`src/rtl/alu_arb_ctrl.sv`:
```
// Round-robin arbiter and sequencer for the shared alu_32bit.
// Two requesters, registered ALU drive, registered response.
module alu_arb_ctrl #(
    parameter int DWIDTH = 32
) (
    input  logic              clk,
    input  logic              rst_n,
    input  logic [1:0]        req_valid,
    output logic [1:0]        req_ready,
    input  logic [DWIDTH-1:0] req_op1_0,
    input  logic [DWIDTH-1:0] req_op1_1,
    input  logic [DWIDTH-1:0] req_op2_0,
    input  logic [DWIDTH-1:0] req_op2_1,
    input  logic [3:0]        req_opcode_0,
    input  logic [3:0]        req_opcode_1,
    output logic [DWIDTH-1:0] alu_op1,
    output logic [DWIDTH-1:0] alu_op2,
    output logic [2:0]        alu_opsel,
    output logic              alu_mode,
    input  logic [DWIDTH-1:0] alu_result,
    input  logic [3:0]        alu_flags,
    output logic [1:0]        rsp_valid,
    input  logic [1:0]        rsp_ready,
    output logic [DWIDTH-1:0] rsp_result,
    output logic [3:0]        rsp_flags,
    output logic              rsp_err,
    output logic              busy
);

    typedef enum logic [1:0] {
        IDLE,
        EXEC,
        RESP
    } state_t;

    state_t            state;
    state_t            state_nx;
    logic [DWIDTH-1:0] op1_q;
    logic [DWIDTH-1:0] op2_q;
    logic [3:0]        opc_q;
    logic              gid_q;
    logic              last_grant;
    logic              grant_id;
    logic              accept;
    logic              illegal;

    // Winner selection: a lone requester wins, a tie goes to !last_grant.
    always_comb begin
        grant_id = 1'b0;
        unique case (1'b1)
            (req_valid == 2'b11):
                grant_id = ~last_grant;
            (req_valid == 2'b10):
                grant_id = 1'b1;
            default:
                grant_id = 1'b0;
        endcase
    end

    // Next state and the combinational request handshake.
    always_comb begin
        state_nx  = state;
        req_ready = 2'b00;
        case (state)
            IDLE: begin
                if (|req_valid) begin
                    req_ready = grant_id ? 2'b10 : 2'b01;
                    state_nx  = EXEC;
                end
            end
            EXEC: state_nx = RESP;
            RESP: begin
                if (rsp_ready[gid_q]) begin
                    state_nx = IDLE;
                end
            end
            default: state_nx = IDLE;
        endcase
    end

    assign accept  = |req_ready;
    assign illegal = (opc_q == 4'h7) || (opc_q[3:1] == 3'b111);

    // State register.
    always_ff @(posedge clk) begin
        if (!rst_n) begin
            state <= IDLE;
        end else begin
            state <= state_nx;
        end
    end

    // Capture the winning request; these also drive the ALU and hold.
    always_ff @(posedge clk) begin
        if (!rst_n) begin
            op1_q      <= '0;
            op2_q      <= '0;
            opc_q      <= '0;
            gid_q      <= 1'b0;
            last_grant <= 1'b1;
        end else if (accept) begin
            op1_q      <= grant_id ? req_op1_1 : req_op1_0;
            op2_q      <= grant_id ? req_op2_1 : req_op2_0;
            opc_q      <= grant_id ? req_opcode_1 : req_opcode_0;
            gid_q      <= grant_id;
            last_grant <= grant_id;
        end
    end

    // Capture the ALU outcome in EXEC; illegal opcodes report zeros.
    always_ff @(posedge clk) begin
        if (!rst_n) begin
            rsp_result <= '0;
            rsp_flags  <= '0;
            rsp_err    <= 1'b0;
        end else if (state == EXEC) begin
            if (illegal) begin
                rsp_result <= '0;
                rsp_flags  <= '0;
                rsp_err    <= 1'b1;
            end else begin
                rsp_result <= alu_result;
                rsp_flags  <= alu_flags;
                rsp_err    <= 1'b0;
            end
        end
    end

    assign alu_op1   = op1_q;
    assign alu_op2   = op2_q;
    assign alu_opsel = opc_q[2:0];
    assign alu_mode  = opc_q[3];

    assign rsp_valid = (state == RESP) ? (gid_q ? 2'b10 : 2'b01) : 2'b00;
    assign busy      = (state != IDLE);

endmodule

```
`config.mk`:
```
export PLATFORM = sky130hd
export DESIGN_NAME = alu_arb_ctrl
export DESIGN_NICKNAME = d
export VERILOG_FILES = /design/src/rtl/alu_arb_ctrl.sv
export SDC_FILE = /design/constraint.sdc
export NUM_CORES = 1
export LEC_CHECK = 0
export ABC_CLOCK_PERIOD_IN_PS = 1400
export CAP_MARGIN = 30
export CORE_MARGIN = 10
export CORE_UTILIZATION = 33
export CTS_CLUSTER_SIZE = 25
export DETAILED_ROUTE_END_ITERATION = 8
export GPL_ROUTABILITY_DRIVEN = 0
export PLACE_DENSITY_LB_ADDON = 0.1
export SLEW_MARGIN = 40
export SYNTH_ARGS = -nofsm -noshare
export SYNTH_HDL_FRONTEND = slang
export SYNTH_SLANG_ARGS = --single-unit
```
`constraint.sdc`:
```
create_clock -name clk -period 1.4 [get_ports clk]
set_input_delay 0.21 -clock clk [delete_from_list [all_inputs] [get_ports clk]]
set_output_delay 0.21 -clock clk [all_outputs]
set_load 0.02 [all_outputs]
```
# ---- Word-level counts from Yosys, hierarchy flattened
# Cells that the tools add are included.
dict set report op_classes {
  bitwise_logic 1
  n_mux 17
  n_reduce_logical 6
  magnitude_cmp 1
  eq_ne 8
}
# cell n
set op_table {}
lappend op_table {{2-to-1 mux 32 bit} 3}
lappend op_table {{2-to-1 mux 2 bit} 7}
lappend op_table {{2-to-1 mux 4 bit} 2}
lappend op_table {{== test 2 bit, second input constant} 3}
lappend op_table {{case mux 2 bit (3 select lines)} 1}
lappend op_table {{== test 4 x 3 -> 1 bit, second input constant} 1}
lappend op_table {{inequality test 2 bit, second input constant} 2}
lappend op_table {{OR reduction 2 bit} 2}
lappend op_table {{== test 3 bit, second input constant} 1}
lappend op_table {{2-to-1 mux 1 bit} 3}
lappend op_table {{== test 2 x 1 -> 1 bit, second input constant} 1}
lappend op_table {{zero test 2 bit} 1}
lappend op_table {{< comparator 1 x 2 -> 1 bit, second input constant} 1}
lappend op_table {{case mux 1 bit (2 select lines)} 1}
lappend op_table {{AND reduction 2 bit} 1}
lappend op_table {{nonzero test 2 bit} 1}
lappend op_table {{logical OR 1 bit} 1}
lappend op_table {{inverter 1 bit} 1}
dict set report word_totals {
  reg_bits 109
  in_bits 178
  output_inout_bits 110
  elab_cells 42
}

# ---- Longest topological paths before layout
dict set report logic_depth {
  depth_word 6
  ltp_mapped 7
  mapped_depth_nobuf 4
}

# ---- Least setup slack after synthesis
# No wires, ideal clock.
dict set report synth_timing {
  kind {flip-flop to output port}
  start {register state[1]}
  end {output req_ready[0]}
  stages_incl_launch_ff 6
  arrival_time_ns 1.271
  setup_slack_ns -0.081
  t_required_ns 1.190
  n_path_buf 2
  path_cell_list {dfxtp_1 > nor2_1 > buf_2 > buf_1 > nand2_1 > nor2_1}
}
dict set report synth_via {
  elab_chain_cells 2
}
# item line_no
set synth_lines {}
lappend synth_lines {{start: declaration} 36} ;# state_t state;
lappend synth_lines {{start signal: assignment} 89} ;# state <= state_nx;
lappend synth_lines {{zero test 2 bit} 64} ;# case (state)
lappend synth_lines {{2-to-1 mux 2 bit} 64}
lappend synth_lines {{end: declaration} 9} ;# output logic [1:0] req_ready,
# No other way between the ends.

# ---- Worst setup path after layout
# Same ends and word-level chain as after synthesis.

==> results.ini <==
[sta]
period_needed_ps=1490
fin_crit_sh_pct=106
holdWs_ps=366
worst_slack_ps=-87.9
fmax_ghz=0.672
setup_violations=65
rsz0062_at_grt=yes
slew_headroom_pct=63.5
skew_ps=7.38
slew_viol_final=0
hold_viol_final=0
tightest_slew_ps=547

[route]
viasPerCell=5.27
drt_iter0_drc=259
antenna_left=0
routedWlPerCell_um=21.3
wl_um=20600
vias=5106
drt-pass1-iter-count=6
drc=0

[clocking]
clockRootBuffer=clkbuf_16
holdBufCountCts=0
cts.sink_count=109
clk_pin_slew_ps=70
cts_made_buffers=9
clkLatencyLatePin_ps=350
htreeDepth=3
cts_buffer_depth=2
cts_tree=done

[pwr]
power_mw=9.37
p_leak_nw=3.72
vdd_drop_max_mv=0.547
power_density_nw_per_um2=1090

[finish]
finalNonFillerCells=968
antennaDiodeCount=0
post-route-util_pct=64.6
synthToLayoutAreaGrowth_pct=91.4
fin_nets=965
n_fill_cell=1151
layout-drive-gt1-share_pct=20.1

[setup_path]
cp_data_arrival_time_ps=1280
start_kind=register
rr_endpoint=alu_op2[4]
cp_max_fo=3
critical_path_required_ps=1190
r2r_slack_ps=-60
cp-startpoint=state[1]
path_class=register to primary output
endpoint=req_ready[0]
ff2ff_path_depth=7
r2r-start=last_grant
endpoint_kind=primary output

[synthesis]
synth_top_cells_by_count=137 x nand2_1, 109 x dfxtp_1, 70 x a21oi_1
synth.largest_area_cell=dfxtp_1
yosys_register_bits=109
yosysUniqueCellTypes=27
syn_nets=675
synth.most_common_cell=nand2_1
yosysSeqAreaShare_pct=48.6
syn_area_per_cell_um2=9.03
synthArstFlopShare_pct=0
yosysWarnings=0
synth_edf_count=0
yosys_most_used_dff=dfxtp_1
synth.top_cell.area_share_pct=48.6
synth.area.top_cells=dfxtp_1 49%, nand2_1 11%, a311oi_1 9.4%
syn_area_um2=4490
postSynthCellCount=497

[min_path]
hold_path_class=input pin to register

[run_status]
violations=setup timing
outcome=complete, but fails checks

[floorplanning]
die-width_um=137
core_area_um2=13300
fp.dieH_um=137
placementRows=42
start_util_pct=33.8
io_pins=288
dieArea_um2=18700

[placement]
port_buffers=287
dp.cells=938
dp_slack_ps=-568
dp_hpwl_um=14200

[global_route]
antenna_found_initial=0
grt_usage_pct=20.0
grt_pass1_vias=5258
grt_pass1_wl_um=29600
grt_max_degree=44
gr-total-overflow=0

[run]
maxCapViolCount=0

-- per-stage QoR --
stage | setup TNS [ps] | area, µm²
finish | -1420 | 8590
global route | -4770 | 8590
CTS | -3130 | 8220
detailed placement | -31740 | 7680
global placement | -28530 | 7680
floorplan | 0 | 4490
-- sequential cells by signal, indices dropped and copies added, names as in the netlist --
| register | cells |
|---|---|
| alu_op2 | 32 |
| rsp_flags | 4 |
| alu_op1 | 32 |
| rsp_err | 1 |
| opc_q | 4 |
| state | 2 |
| rsp_result | 32 |
| last_grant | 1 |
| gid_q | 1 |
-- worst max-delay path, stage by stage (launching register included) --
cell and delay, ps:
dfxtp_2 360, nor2_4 150, buf_6 130, nand2_4 50, nor2_4 110, buf_6 130
-- final cells by class --
class,instances,area (µm²),share of cell area [%]
repair buffers,332,3430,39.9
multi-input cells,333,2450,28.5
flip-flops and latches,109,2190,25.4
clock buffers,11,243,2.83
well taps,176,220,2.56
clock inverters,5,58.8,0.685
inverters,2,7.51,0.0874
-- worst min-delay path by stage --
stage,start,to,depth (start not counted)
6_report,req_valid[1],last_grant,3
5_1_grt,req_valid[1],last_grant,3
4_1_cts,req_valid[1],last_grant,3
3_5_place_dp,rsp_result[7],rsp_result[7],1
3_3_place_gp,rsp_result[26],rsp_result[26],1
2_1_floorplan,rst_n,last_grant,1
-- cell families after synthesis --
family / count (synthesis) / share of synthesized area, %
compound gates: 182 / 32.2
buf+inv: 55 / 5.74
flops: 109 / 48.6
mux: 1 / 0.251
simple gates: 150 / 13.2
-- per-layer routing --
layer / vias up / GRT usage (%) / wire, µm
met3: 37 / 7.37 / 1990
li1: 2407 / - / -
met4: 0 / 9.53 / 707
met5: - / 0 / 0
met1: 2457 / 22.4 / 7920
met2: 205 / 33.1 / 10000
-- power by group --
part | switching (mW) | internal (mW) | total [mW]
clock network | 1.17 | 1.44 | 2.62
registers | 0.178 | 3.44 | 3.62
logic | 1.62 | 1.53 | 3.14
total | 2.97 | 6.41 | 9.37
-- repair_timing --
item                                    in CTS  in global routing
pin swaps                                   45                 38
gates cloned                                 4                  3
buffers inserted                             9                  1
resized for setup                          184                 70
endpoints found under the setup margin     214                109
-- cell usage in the layout (no fill, tap or decap), types with 3 or more instances in the layout --
cell	instances
buf_6	12
nand2_4	15
buf_12	15
clkdlybuf4s50_1	175
a21oi_1	70
buf_4	16
dfxtp_1	106
clkbuf_16	12
a22o_1	36
buf_16	4
a311oi_1	16
dfxtp_2	3
nand2_2	10
a311oi_2	52
dlygate4sd2_1	107
nor2_4	3
nand2_1	112
No activity file was read; power rests on OpenSTA's default activity.
